## config.mk

```make
export PLATFORM = sky130hd
export DESIGN_NAME = reg_write_arbiter_flat
export DESIGN_NICKNAME = d
export VERILOG_FILES = /design/src/rtl/reg_write_arbiter_pkg.sv /design/src/rtl/reg_write_arbiter_if.sv /design/src/rtl/reg_write_arbiter_rr_picker.sv /design/src/rtl/reg_write_arbiter.sv /design/src/flat_wrapper.sv
export SDC_FILE = /design/constraint.sdc
export NUM_CORES = 1
export LEC_CHECK = 0
export ABC_AREA = 1
export ABC_CLOCK_PERIOD_IN_PS = 5000
export CORE_ASPECT_RATIO = 1.1
export CORE_MARGIN = 1
export CORE_UTILIZATION = 35
export DETAILED_ROUTE_END_ITERATION = 7
export DONT_BUFFER_PORTS = 1
export GPL_ROUTABILITY_DRIVEN = 0
export SETUP_SLACK_MARGIN = 0.05
export SKIP_CTS_REPAIR_TIMING = 1
export SLEW_MARGIN = 20
export SYNTH_ARGS = -nofsm -noshare
export SYNTH_HDL_FRONTEND = slang
export SYNTH_SLANG_ARGS = --single-unit
```

## constraint.sdc

```tcl
create_clock -name clk -period 5 [get_ports clk]
set_clock_uncertainty 0.1 [all_clocks]
set_input_delay 1 -clock clk [delete_from_list [all_inputs] [get_ports clk]]
set_output_delay 1 -clock clk [all_outputs]
set_load 0.02 [all_outputs]
```

## src/rtl/reg_write_arbiter_pkg.sv

```systemverilog
`default_nettype none
// ============================================================================
//  Module      : reg_write_arbiter_pkg
//  Description : Shared types and default sizes for the register write arbiter.
//  Revision    : 1.0 - initial release
// ============================================================================
package reg_write_arbiter_pkg;

    localparam int DEF_N_REQ = 4;
    localparam int DEF_WIDTH = 8;

    typedef enum logic [1:0] {
        IDLE  = 2'd0,
        WRITE = 2'd1,
        DONE  = 2'd2
    } state_t;

endpackage : reg_write_arbiter_pkg
`default_nettype wire

```

## src/rtl/reg_write_arbiter_if.sv

```systemverilog
`default_nettype none
// ============================================================================
//  Module      : reg_write_arbiter_if
//  Description : Requester-side request/data bundle and register write port.
//  Revision    : 1.0 - initial release
// ============================================================================
interface reg_write_arbiter_if
    import reg_write_arbiter_pkg::*;
#(
    parameter int N_REQ = DEF_N_REQ,
    parameter int WIDTH = DEF_WIDTH
);
    logic [N_REQ-1:0]       req;
    logic [N_REQ*WIDTH-1:0] req_data;
    logic [N_REQ-1:0]       grant;
    logic                   ack;
    logic                   busy;
    logic [WIDTH-1:0]       reg_data;
    logic                   reg_enable;

    modport master (
        output req, req_data,
        input  grant, ack, busy, reg_data, reg_enable
    );

    modport slave (
        input  req, req_data,
        output grant, ack, busy, reg_data, reg_enable
    );

endinterface : reg_write_arbiter_if
`default_nettype wire

```

## src/rtl/reg_write_arbiter_rr_picker.sv

```systemverilog
`default_nettype none
// ============================================================================
//  Module      : rr_picker
//  Description : Combinational round-robin pick: first set req at or after ptr.
//  Revision    : 1.0 - initial release
// ============================================================================
module rr_picker #(
    parameter int N_REQ = 4,
    parameter int PTR_W = $clog2(N_REQ)
) (
    input  wire logic [N_REQ-1:0] req,
    input  wire logic [PTR_W-1:0] ptr,
    output logic      [PTR_W-1:0] winner,
    output logic      [N_REQ-1:0] onehot,
    output logic                  any
);

    logic [PTR_W-1:0] w_idx;

    // Scan from the farthest offset down so the closest-to-ptr match wins.
    always_comb begin
        winner = '0;
        onehot = '0;
        w_idx  = '0;
        any    = |req;
        for (int i = N_REQ - 1; i >= 0; i--) begin
            w_idx = PTR_W'((int'(ptr) + i) % N_REQ);
            if (req[w_idx]) begin
                winner = w_idx;
            end
        end
        onehot[winner] = any;
    end

endmodule : rr_picker
`default_nettype wire

```

## src/rtl/reg_write_arbiter.sv

```systemverilog
`default_nettype none
// ============================================================================
//  Module      : reg_write_arbiter
//  Description : Round-robin arbiter issuing one-cycle writes to a shared register.
//  Revision    : 1.0 - initial release
// ============================================================================
module reg_write_arbiter
    import reg_write_arbiter_pkg::*;
#(
    parameter int N_REQ = DEF_N_REQ,
    parameter int WIDTH = DEF_WIDTH
) (
    input  wire logic         clk,
    input  wire logic         reset,
    reg_write_arbiter_if.slave bus
);

    localparam int PTR_W = $clog2(N_REQ);

    state_t           r_state,      w_state_nxt;
    logic [N_REQ-1:0] r_grant,      w_grant_nxt;
    logic             r_ack,        w_ack_nxt;
    logic             r_busy,       w_busy_nxt;
    logic [WIDTH-1:0] r_reg_data,   w_reg_data_nxt;
    logic             r_reg_enable, w_reg_enable_nxt;
    logic [PTR_W-1:0] r_ptr,        w_ptr_nxt;
    logic [PTR_W-1:0] r_winner,     w_winner_nxt;

    logic [PTR_W-1:0] w_pick;
    logic [N_REQ-1:0] w_pick_onehot;
    logic             w_pick_any;

    rr_picker #(
        .N_REQ (N_REQ),
        .PTR_W (PTR_W)
    ) u_picker (
        .req    (bus.req),
        .ptr    (r_ptr),
        .winner (w_pick),
        .onehot (w_pick_onehot),
        .any    (w_pick_any)
    );

    always_ff @(posedge clk) begin
        if (!reset) begin
            r_state      <= IDLE;
            r_grant      <= '0;
            r_ack        <= 1'b0;
            r_busy       <= 1'b0;
            r_reg_data   <= '0;
            r_reg_enable <= 1'b0;
            r_ptr        <= '0;
            r_winner     <= '0;
        end else begin
            r_state      <= w_state_nxt;
            r_grant      <= w_grant_nxt;
            r_ack        <= w_ack_nxt;
            r_busy       <= w_busy_nxt;
            r_reg_data   <= w_reg_data_nxt;
            r_reg_enable <= w_reg_enable_nxt;
            r_ptr        <= w_ptr_nxt;
            r_winner     <= w_winner_nxt;
        end
    end

    always_comb begin
        w_state_nxt      = r_state;
        w_grant_nxt      = r_grant;
        w_ack_nxt        = 1'b0;
        w_busy_nxt       = r_busy;
        w_reg_data_nxt   = r_reg_data;
        w_reg_enable_nxt = 1'b0;
        w_ptr_nxt        = r_ptr;
        w_winner_nxt     = r_winner;

        case (r_state)
            IDLE: begin
                if (w_pick_any) begin
                    // Data is captured only here; later req_data changes are ignored.
                    w_grant_nxt      = w_pick_onehot;
                    w_reg_data_nxt   = bus.req_data[int'(w_pick) * WIDTH +: WIDTH];
                    w_reg_enable_nxt = 1'b1;
                    w_busy_nxt       = 1'b1;
                    w_winner_nxt     = w_pick;
                    w_state_nxt      = WRITE;
                end else begin
                    w_grant_nxt = '0;
                    w_busy_nxt  = 1'b0;
                end
            end
            WRITE: begin
                w_ack_nxt   = 1'b1;
                w_busy_nxt  = 1'b1;
                w_state_nxt = DONE;
            end
            DONE: begin
                w_grant_nxt = '0;
                w_busy_nxt  = 1'b0;
                w_ptr_nxt   = (r_winner == PTR_W'(N_REQ - 1)) ? '0 : r_winner + PTR_W'(1);
                w_state_nxt = IDLE;
            end
            default: begin
                w_grant_nxt = '0;
                w_busy_nxt  = 1'b0;
                w_state_nxt = IDLE;
            end
        endcase
    end

    assign bus.grant      = r_grant;
    assign bus.ack        = r_ack;
    assign bus.busy       = r_busy;
    assign bus.reg_data   = r_reg_data;
    assign bus.reg_enable = r_reg_enable;

endmodule : reg_write_arbiter
`default_nettype wire

```

## src/flat_wrapper.sv

```systemverilog
// flat-port wrapper written by rule: the top's interface ports become plain ports
module reg_write_arbiter_flat import reg_write_arbiter_pkg::*;
#(
    parameter int N_REQ = DEF_N_REQ,
    parameter int WIDTH = DEF_WIDTH
)
  (clk, reset, bus_req, bus_req_data, bus_grant, bus_ack, bus_busy, bus_reg_data, bus_reg_enable);
  reg_write_arbiter_if #(.N_REQ(N_REQ), .WIDTH(WIDTH)) bus_i ();
  input  wire logic clk;
  input  wire logic reset;
  input wire logic [$bits(bus_i.req)-1:0] bus_req;
  input wire logic [$bits(bus_i.req_data)-1:0] bus_req_data;
  output wire logic [$bits(bus_i.grant)-1:0] bus_grant;
  output wire logic [$bits(bus_i.ack)-1:0] bus_ack;
  output wire logic [$bits(bus_i.busy)-1:0] bus_busy;
  output wire logic [$bits(bus_i.reg_data)-1:0] bus_reg_data;
  output wire logic [$bits(bus_i.reg_enable)-1:0] bus_reg_enable;
  assign bus_i.req = bus_req;
  assign bus_i.req_data = bus_req_data;
  assign bus_grant = bus_i.grant;
  assign bus_ack = bus_i.ack;
  assign bus_busy = bus_i.busy;
  assign bus_reg_data = bus_i.reg_data;
  assign bus_reg_enable = bus_i.reg_enable;
  reg_write_arbiter #(.N_REQ(N_REQ), .WIDTH(WIDTH)) u_core (.clk(clk), .reset(reset), .bus(bus_i));
endmodule
```

Word level (Yosys, flattened, before mapping). Index checks and enable logic that the tools add are counted.

Bitwise gates (word level): 1. Shift operators: 1. Muxes and demuxes: 22. Equal/unequal tests: 4. Magnitude comparators: 6. Add/sub/neg operators: 4. Reductions and logical operators: 5.

Operators by type and width (count): $shiftx A32 B6 Y8 (1); $lt A2 B3 Y1 const B (5); $mux W2 (6); $bmux W1 S2 (4); $pmux W4 S2 (1); $mux W1 (7); $add A2 B1 Y2 const B (2); $add A2 B2 Y2 const B (2); $and A4 B4 Y4 (1); $eq A2 B2 Y1 const B (2); $mux W4 (1); $pmux W2 S2 (1); $reduce_and A2 Y1 (2); $reduce_or A4 Y1 (1); $demux W1 S2 (1); $eq A2 B1 Y1 const B (1); $ge A2 B1 Y1 const B (1); $logic_not A2 Y1 (1); $ne A2 B2 Y1 const B (1); $pmux W1 S2 (1); $logic_and A1 B1 Y1 (1).

Logic and storage cells: 51. Output and inout port bits: 15. Bits of input ports: 38. Register bits: 21.

Logic depth before layout (Yosys ltp). Gate-level depths: netlist of the first run.

Depth after elaboration: 14. Gate-level depth with buffers: 15. Mapped depth without buffers: 13.

Modules after synthesis. A second synthesis of the first run with hierarchy kept.

Cells, all modules: 208. Area total of the unflattened synthesis: 1310.0 sq um.

By module, submodules not included: reg_write_arbiter (instances 1, sequential area each 420.4 sq um, cells each 153, area each 1064.8 sq um); rr_picker (instances 1, sequential area each 0.0 sq um, cells each 55, area each 245.2 sq um).

Worst setup path before layout of the first run. No wires, ideal clock.

Path type: in2reg. Start point: input port bus_req[3]. End point: register u_core.r_reg_data[1] (netlist: u_core.bus.reg_data[1]). Cell stages on the path: 12. Slack: 2.769 ns. Data arrival time: 2.014 ns. Path buffers: 1. Required time: 4.783 ns. Setup time: 0.117 ns. Path through: inv_1 -> o21ai_1 -> nand2_1 -> nand2_1 -> inv_2 -> a21oi_4 -> inv_2 -> buf_6 -> nand2_1 -> nor2_1 -> nor2_1 -> nor2_1.

Cells in the longest elaborated chain, start to end: 7. Elaborated cells between the ends (all ways): 15. Those cells by class: shift: 1; mux: 12; reduce/logical: 2.

RTL lines: start: declaration (line flat_wrapper.sv:11) `input wire logic [$bits(bus_i.req)-1:0] bus_req;`; $bmux W1 S2 (line reg_write_arbiter_rr_picker.sv:28) `if (req[w_idx]) begin`; $mux W1 (not written as such) (line reg_write_arbiter_rr_picker.sv:28); $mux W2 (4 in a row) (line reg_write_arbiter_rr_picker.sv:28); $shiftx A32 B6 Y8 (line reg_write_arbiter.sv:81) `w_reg_data_nxt = bus.req_data[int'(w_pick) * WIDTH +: WIDTH];`; end signal: assignment (line reg_write_arbiter.sv:59) `r_reg_data <= w_reg_data_nxt;`; end: declaration (line reg_write_arbiter.sv:24) `logic [WIDTH-1:0] r_reg_data, w_reg_data_nxt;`.

Several ways; a longest one is shown, not always the timed one. The select of a mux whose other input is x is not followed. A chain may end at the register's enable or synchronous reset.

Worst setup path after layout of the first run.
Start point: input port bus_req[3]. End point: register u_core.r_reg_data[7] (netlist: u_core.bus.reg_data[7]).

The elaborated chain is that of the path after synthesis.

==> impl_metrics.json, run 1 <==
{
  "status": "completed",
  "drive_above_1_share_pct": 12.69,
  "final_common_cell": "nand2_1",
  "clock.fmax_mhz": 457.5,
  "fin_hold_ws_ns": 0.4616,
  "wl_met1_mm": 1.346,
  "crit_path_start": "bus_req[3]",
  "slowest_delay_ns": 0.37,
  "fp.dieH_um": 66.17,
  "viasPerCell": 4.824,
  "hpwl_mm": 2.142,
  "grt_max_degree": 28,
  "cts_root_buffer": "clkbuf_4",
  "port_buffers": 0,
  "drt_iter0_markers": 26,
  "powerDensity_nw_per_um2": 333.6,
  "syn_area_per_cell_sq_um": 6.550,
  "setup_viol": 0,
  "power.switching_mw": 0.1813,
  "dpl_cell_area_sq_um": 1310,
  "cts_tree": "built",
  "crit_end": "u_core.bus.reg_data[7]$_SDFFE_PN0P_",
  "mostFrequentLayoutCells": "nand2_1, nor2_1, inv_1, dfxtp_1, nand3_1",
  "worstSetupPathType": "in -> reg",
  "wl_per_cell_um": 11.69,
  "fin_crit_ns": 2.186,
  "mappedNetlistNets": 239,
  "coreArea_sq_um": 3441,
  "ant_nets": 0,
  "seq_area_frac_synth_pct": 32.09,
  "clock_latency_ns": 0.31,
  "cp_cell_sequence": "inv_1 > o21ai_1 > nand2_1 > nand2_1 > inv_2 > a21oi_4 > inv_2 > nand2_1 > nor2_1 > nor2_1 > nor2_1",
  "grt_setup_unrepaired": "false",
  "grt_pass1_wl_mm": 4.830,
  "reg2reg_slack_ns": 2.82,
  "dieWidth_um": 60.33,
  "power_frac_clock_pct": 18.7,
  "irDropWorstVdd_mv": 0.09435,
  "ys_seq_elements": 21,
  "start_util_pct": 38.07,
  "ys_warn_count": 0,
  "combPwrFrac_pct": 30.9,
  "synthCells": 200,
  "cts.path.max_buffers": 2,
  "slew_viol_final": 0,
  "die_area_sq_um": 3992,
  "worst_ep_required_time_ns": 5.12,
  "seqCellArea_sq_um": 420.4,
  "highest_layer": "met4",
  "min_path_type": "reg -> reg",
  "syn_area_sq_um": 1310,
  "cts_buffers": 3,
  "fin_nets": 237,
  "worst_pin_slew_ns": 0.4392,
  "multi_input_area_sq_um": 718.2,
  "finalCritPeriodShare_pct": 43.72,
  "io_pins": 53,
  "slew_headroom_pct": 70.68,
  "max_cap_violations": 0,
  "synth_cell_types": 23,
  "syn_to_final_growth_pct": 2.101,
  "final_core_util_pct": 38.87,
  "clock_sinks": 21,
  "totalWireLength_mm": 2.863,
  "p_seq_share_pct": 50.4,
  "arrival_ns": 2.31,
  "fillers": 399,
  "drc": 0,
  "dr.pass1.iters": 4,
  "gr-total-overflow": 0,
  "r2r_start": "u_core.r_ptr[0]$_SDFFE_PN0N_",
  "setup_tns_ns": 0,
  "met3_length_um": 209,
  "r2r-end": "u_core.bus.reg_data[7]$_SDFFE_PN0P_",
  "num_rows": 22,
  "num_antenna_cells": 0,
  "stdcell_area_sq_um": 1338,
  "htreeDepth": 1,
  "endpoint_kind": "flip-flop",
  "antenna_found_initial": 0,
  "track_usage_pct": 15.95,
  "cp_max_fo": 17,
  "power.leakage_nw": 0.6425,
  "hold_viol_final": 0,
  "swShare_pct": 40.62,
  "first_global_vias": 1049,
  "path_clk_slew_ns": 0.13,
  "internal_power_mw": 0.2649,
  "slowest_stage": "a21oi_4",
  "vias": 1182,
  "dr_wl_met2_mm": 1.264,
  "r2r_cells": 13,
  "critPathLaunchType": "input port"
}
sequential cells by signal, summed over array words and instances (netlist names):
register / count
u_core.bus.busy: 1
u_core.bus.reg_enable: 1
u_core.r_ptr: 2
u_core.r_winner: 2
u_core.r_state: 2
u_core.bus.grant: 4
u_core.bus.ack: 1
u_core.bus.reg_data: 8
power groups by stage:
| stage | clock, mW | sequential (mW) | combinational (mW) |
|---|---|---|---|
| finish | 0.0833 | 0.225 | 0.138 |
| global route | 0.0957 | 0.229 | 0.159 |
| CTS | 0.0870 | 0.226 | 0.140 |
| detailed placement | 0 | 0.229 | 0.139 |
| global placement | 0 | 0.229 | 0.139 |
| floorplan | 0 | 0.223 | 0.133 |
synth_stat cells:
cell	count	area, sq um
inv_2	5	18.77
o31ai_4	1	21.27
a21oi_4	1	16.27
o211ai_1	1	7.510
nand2_4	2	22.52
a21oi_1	4	20.02
dfxtp_1	21	420.4
nand2_1	41	153.9
nand3_1	19	95.09
nor2_1	40	150.1
nand3_2	2	20.02
o21ai_1	2	10.01
inv_4	1	6.260
inv_1	21	78.83
buf_6	5	56.30
clkbuf_1	3	11.26
ha_1	1	12.51
o31ai_2	1	12.51
nand3_4	1	17.52
nor4_1	1	6.260
o21ai_0	13	65.06
nand4_1	8	50.05
nand2_2	6	37.54
final cells by class:
type                            count  share of cell area (%)
Timing Repair Buffer                1                  0.5613
Sequential cell                    21                   31.43
Inverter                           27                   7.764
Clock inverter                      1                  0.3742
Multi-Input combinational cell    144                   53.70
Tap cell                           48                   4.490
Clock buffer                        3                   1.684
kinds of logic after synthesis:
family | share of synthesized area (%)
AO/OA/AOI/OAI | 11.65
flip-flops | 32.09
buffers and inverters | 13.09
adder cells (fa/ha/maj) | 0.9550
AND/OR/NAND/NOR | 42.22
stage by stage:
step / worst slack (ns) / instances / power, mW
2_1_floorplan: 2.769 / 200 / 0.3552
3_3_place_gp: 2.476 / 241 / 0.3686
3_5_place_dp: 2.465 / 241 / 0.3686
4_1_cts: 2.807 / 245 / 0.4523
5_1_grt: 2.605 / 245 / 0.4837
6_report: 2.814 / 245 / 0.4462
worst min-delay path by stage:
stage	from	end	slack [ns]	depth (start not counted)
global route	u_core.r_winner[0]$_SDFFE_PN0P_	u_core.r_winner[0]$_SDFFE_PN0P_	0.49	2
floorplan	u_core.r_winner[0]$_SDFFE_PN0P_	u_core.r_winner[0]$_SDFFE_PN0P_	0.40	2
finish	u_core.r_winner[1]$_SDFFE_PN0P_	u_core.r_winner[1]$_SDFFE_PN0P_	0.46	2
global placement	u_core.r_winner[0]$_SDFFE_PN0P_	u_core.r_winner[0]$_SDFFE_PN0P_	0.43	2
detailed placement	u_core.r_winner[1]$_SDFFE_PN0P_	u_core.r_winner[1]$_SDFFE_PN0P_	0.43	2
CTS	u_core.r_winner[1]$_SDFFE_PN0P_	u_core.r_winner[1]$_SDFFE_PN0P_	0.46	2
routing by layer:
| layer | up-vias | global-route usage (%) |
|---|---|---|
| met1 | 496 | 21.95 |
| met2 | 49 | 24.31 |
| li1 | 633 | - |
| met4 | 0 | 6.105 |
| met3 | 4 | 2.740 |
| met5 | - | 0 |
critical path, delay by kind of cell:
kind                   cells  cell delay, ns
AND/OR/NAND/NOR            6            0.50
AO/OA/AOI/OAI              2            0.52
buffers and inverters      3            0.29
(Power assumes the default switching activity.)
==> inputs of run 2 (changes only) <==
--- a/config.mk
+++ b/config.mk
@@ -6,7 +6,7 @@
 export NUM_CORES = 1
 export LEC_CHECK = 0
 export ABC_AREA = 1
-export ABC_CLOCK_PERIOD_IN_PS = 5000
+export ABC_CLOCK_PERIOD_IN_PS = 2200
 export CORE_ASPECT_RATIO = 1.1
 export CORE_MARGIN = 1
 export CORE_UTILIZATION = 35
==> constraint.sdc (replaced) <==
create_clock -name clk -period 2.2 [get_ports clk]
set_clock_uncertainty 0.1 [all_clocks]
set_input_delay 0.44 -clock clk [delete_from_list [all_inputs] [get_ports clk]]
set_output_delay 0.44 -clock clk [all_outputs]
set_load 0.02 [all_outputs]
==> impl_metrics.json, run 2 (synthesis gave the netlist of run 1 again) <==
{
  "status": "completed",
  "worst_ep_required_time_ns": 2.30,
  "max_cap_violations": 0,
  "slowest_stage": "dfxtp_2",
  "stdcell_area_sq_um": 1346,
  "setup_viol": 0,
  "swShare_pct": 40.13,
  "fp.dieH_um": 66.17,
  "final_common_cell": "nand2_1",
  "gr-total-overflow": 0,
  "worst_pin_slew_ns": 0.3918,
  "worstSetupPathType": "reg -> reg",
  "cts_buffers": 3,
  "wl_per_cell_um": 11.38,
  "hpwl_mm": 2.177,
  "drive_above_1_share_pct": 13.64,
  "fin_crit_ns": 1.898,
  "grt_setup_unrepaired": "false",
  "num_rows": 22,
  "finalPower_mw": 1.013,
  "coreArea_sq_um": 3441,
  "cts_root_buffer": "clkbuf_4",
  "min_path_type": "in -> reg",
  "critPathLaunchType": "flip-flop",
  "clock.fmax_mhz": 526.8,
  "port_buffers": 0,
  "irDropWorstVdd_mv": 0.2686,
  "power_frac_clock_pct": 18.0,
  "ant_nets": 0,
  "largest_reg_flops": 8,
  "path_clk_slew_ns": 0.12,
  "seqCellArea_sq_um": 421.7,
  "cp_cell_sequence": "inv_4 > nand2_1 > nand2_1 > nand2_2 > nand3_2 > nand2_2 > nand2_4 > nand2_4 > nand2_1 > nand2_1 > nor2_1 > nor2_1 > nor2_1",
  "dieWidth_um": 60.33,
  "htreeDepth": 1,
  "powerDensity_nw_per_um2": 752.5,
  "fillers": 384,
  "slowest_delay_ns": 0.48,
  "drt_iter0_markers": 71,
  "grt_max_degree": 28,
  "track_usage_pct": 15.72,
  "first_global_vias": 1121,
  "cts_tree": "built",
  "internal_power_mw": 0.6066,
  "vias": 1191,
  "endpoint_kind": "flip-flop",
  "io_pins": 53,
  "fin_nets": 238,
  "cp_max_fo": 27,
  "dr.pass1.iters": 6,
  "die_area_sq_um": 3992,
  "totalWireLength_mm": 2.799,
  "slew_viol_final": 0,
  "p_seq_share_pct": 50.4,
  "num_antenna_cells": 0,
  "drc": 0,
  "antenna_found_initial": 0,
  "syn_to_final_growth_pct": 2.770,
  "grt_pass1_wl_mm": 4.830,
  "arrival_ns": 2.00,
  "dpl_cell_area_sq_um": 1318,
  "slew_headroom_pct": 73.61,
  "setup_tns_ns": 0,
  "mostFrequentLayoutCells": "nand2_1, nor2_1, inv_1, dfxtp_1, nand3_1",
  "clock_sinks": 21,
  "combPwrFrac_pct": 31.6,
  "clock_latency_ns": 0.30,
  "finalCritPeriodShare_pct": 86.29,
  "start_util_pct": 38.07,
  "hold_viol_final": 0,
  "power.switching_mw": 0.4065,
  "viasPerCell": 4.841,
  "path_common_cell": "nand2_1",
  "cts.path.max_buffers": 2,
  "power.leakage_nw": 0.6481,
  "multi_input_area_sq_um": 718.2
}
run 2: area by class of cell:
cell class / count / area share (%)
clock buffer: 3 / 1.673
clock inverter: 1 / 0.3717
inverter: 27 / 7.714
multi-input combinational: 144 / 53.35
sequential: 21 / 31.32
tap: 48 / 4.461
timing repair buffer: 2 / 1.115
run 2: power by group through the flow:
stage | Clock, mW | Combinational, mW | Sequential (mW)
after floorplan | 0 | 0.301 | 0.506
after global placement | 0 | 0.319 | 0.520
after detailed placement | 0 | 0.322 | 0.520
after CTS | 0.196 | 0.324 | 0.512
after global routing | 0.211 | 0.371 | 0.519
final | 0.183 | 0.320 | 0.511
run 2: per-layer routing:
metal	routed length (um)	track usage (%)
met2	1230	24.59
met1	1310	21.14
met5	0	0
met3	241	3.718
met4	17	4.360
run 2: metrics by stage:
step | std cells | hold slack, ns | util (%) | setup slack, ns
after detailed placement | 242 | 0.4333 | 38.29 | 0.1418
after global routing | 246 | 0.1557 | 39.13 | 0.1196
after floorplan | 200 | 0.3957 | - | 0.5293
after CTS | 246 | 0.1501 | 39.09 | 0.1274
final | 246 | 0.1681 | 39.13 | 0.3016
after global placement | 242 | 0.4336 | 38.29 | 0.1788
run 2: worst max-delay path: cells and delay by family (launching register included):
family | cells | cell delay [ns]
flip-flops | 1 | 0.48
AND/OR/NAND/NOR | 12 | 1.14
buffers and inverters | 1 | 0.08
run 2: final timing paths:
check	start	end	slack (ns)	cells after the start
worst max-delay path	u_core.r_ptr[0]$_SDFFE_PN0N_	u_core.bus.reg_data[1]$_SDFFE_PN0P_	0.30	13
worst min-delay path	reset	u_core.bus.reg_data[2]$_SDFFE_PN0P_	0.17	2
worst max register to register	u_core.r_ptr[0]$_SDFFE_PN0N_	u_core.bus.reg_data[1]$_SDFFE_PN0P_	0.30	13
worst min register to register	u_core.r_winner[1]$_SDFFE_PN0P_	u_core.r_winner[1]$_SDFFE_PN0P_	0.46	2
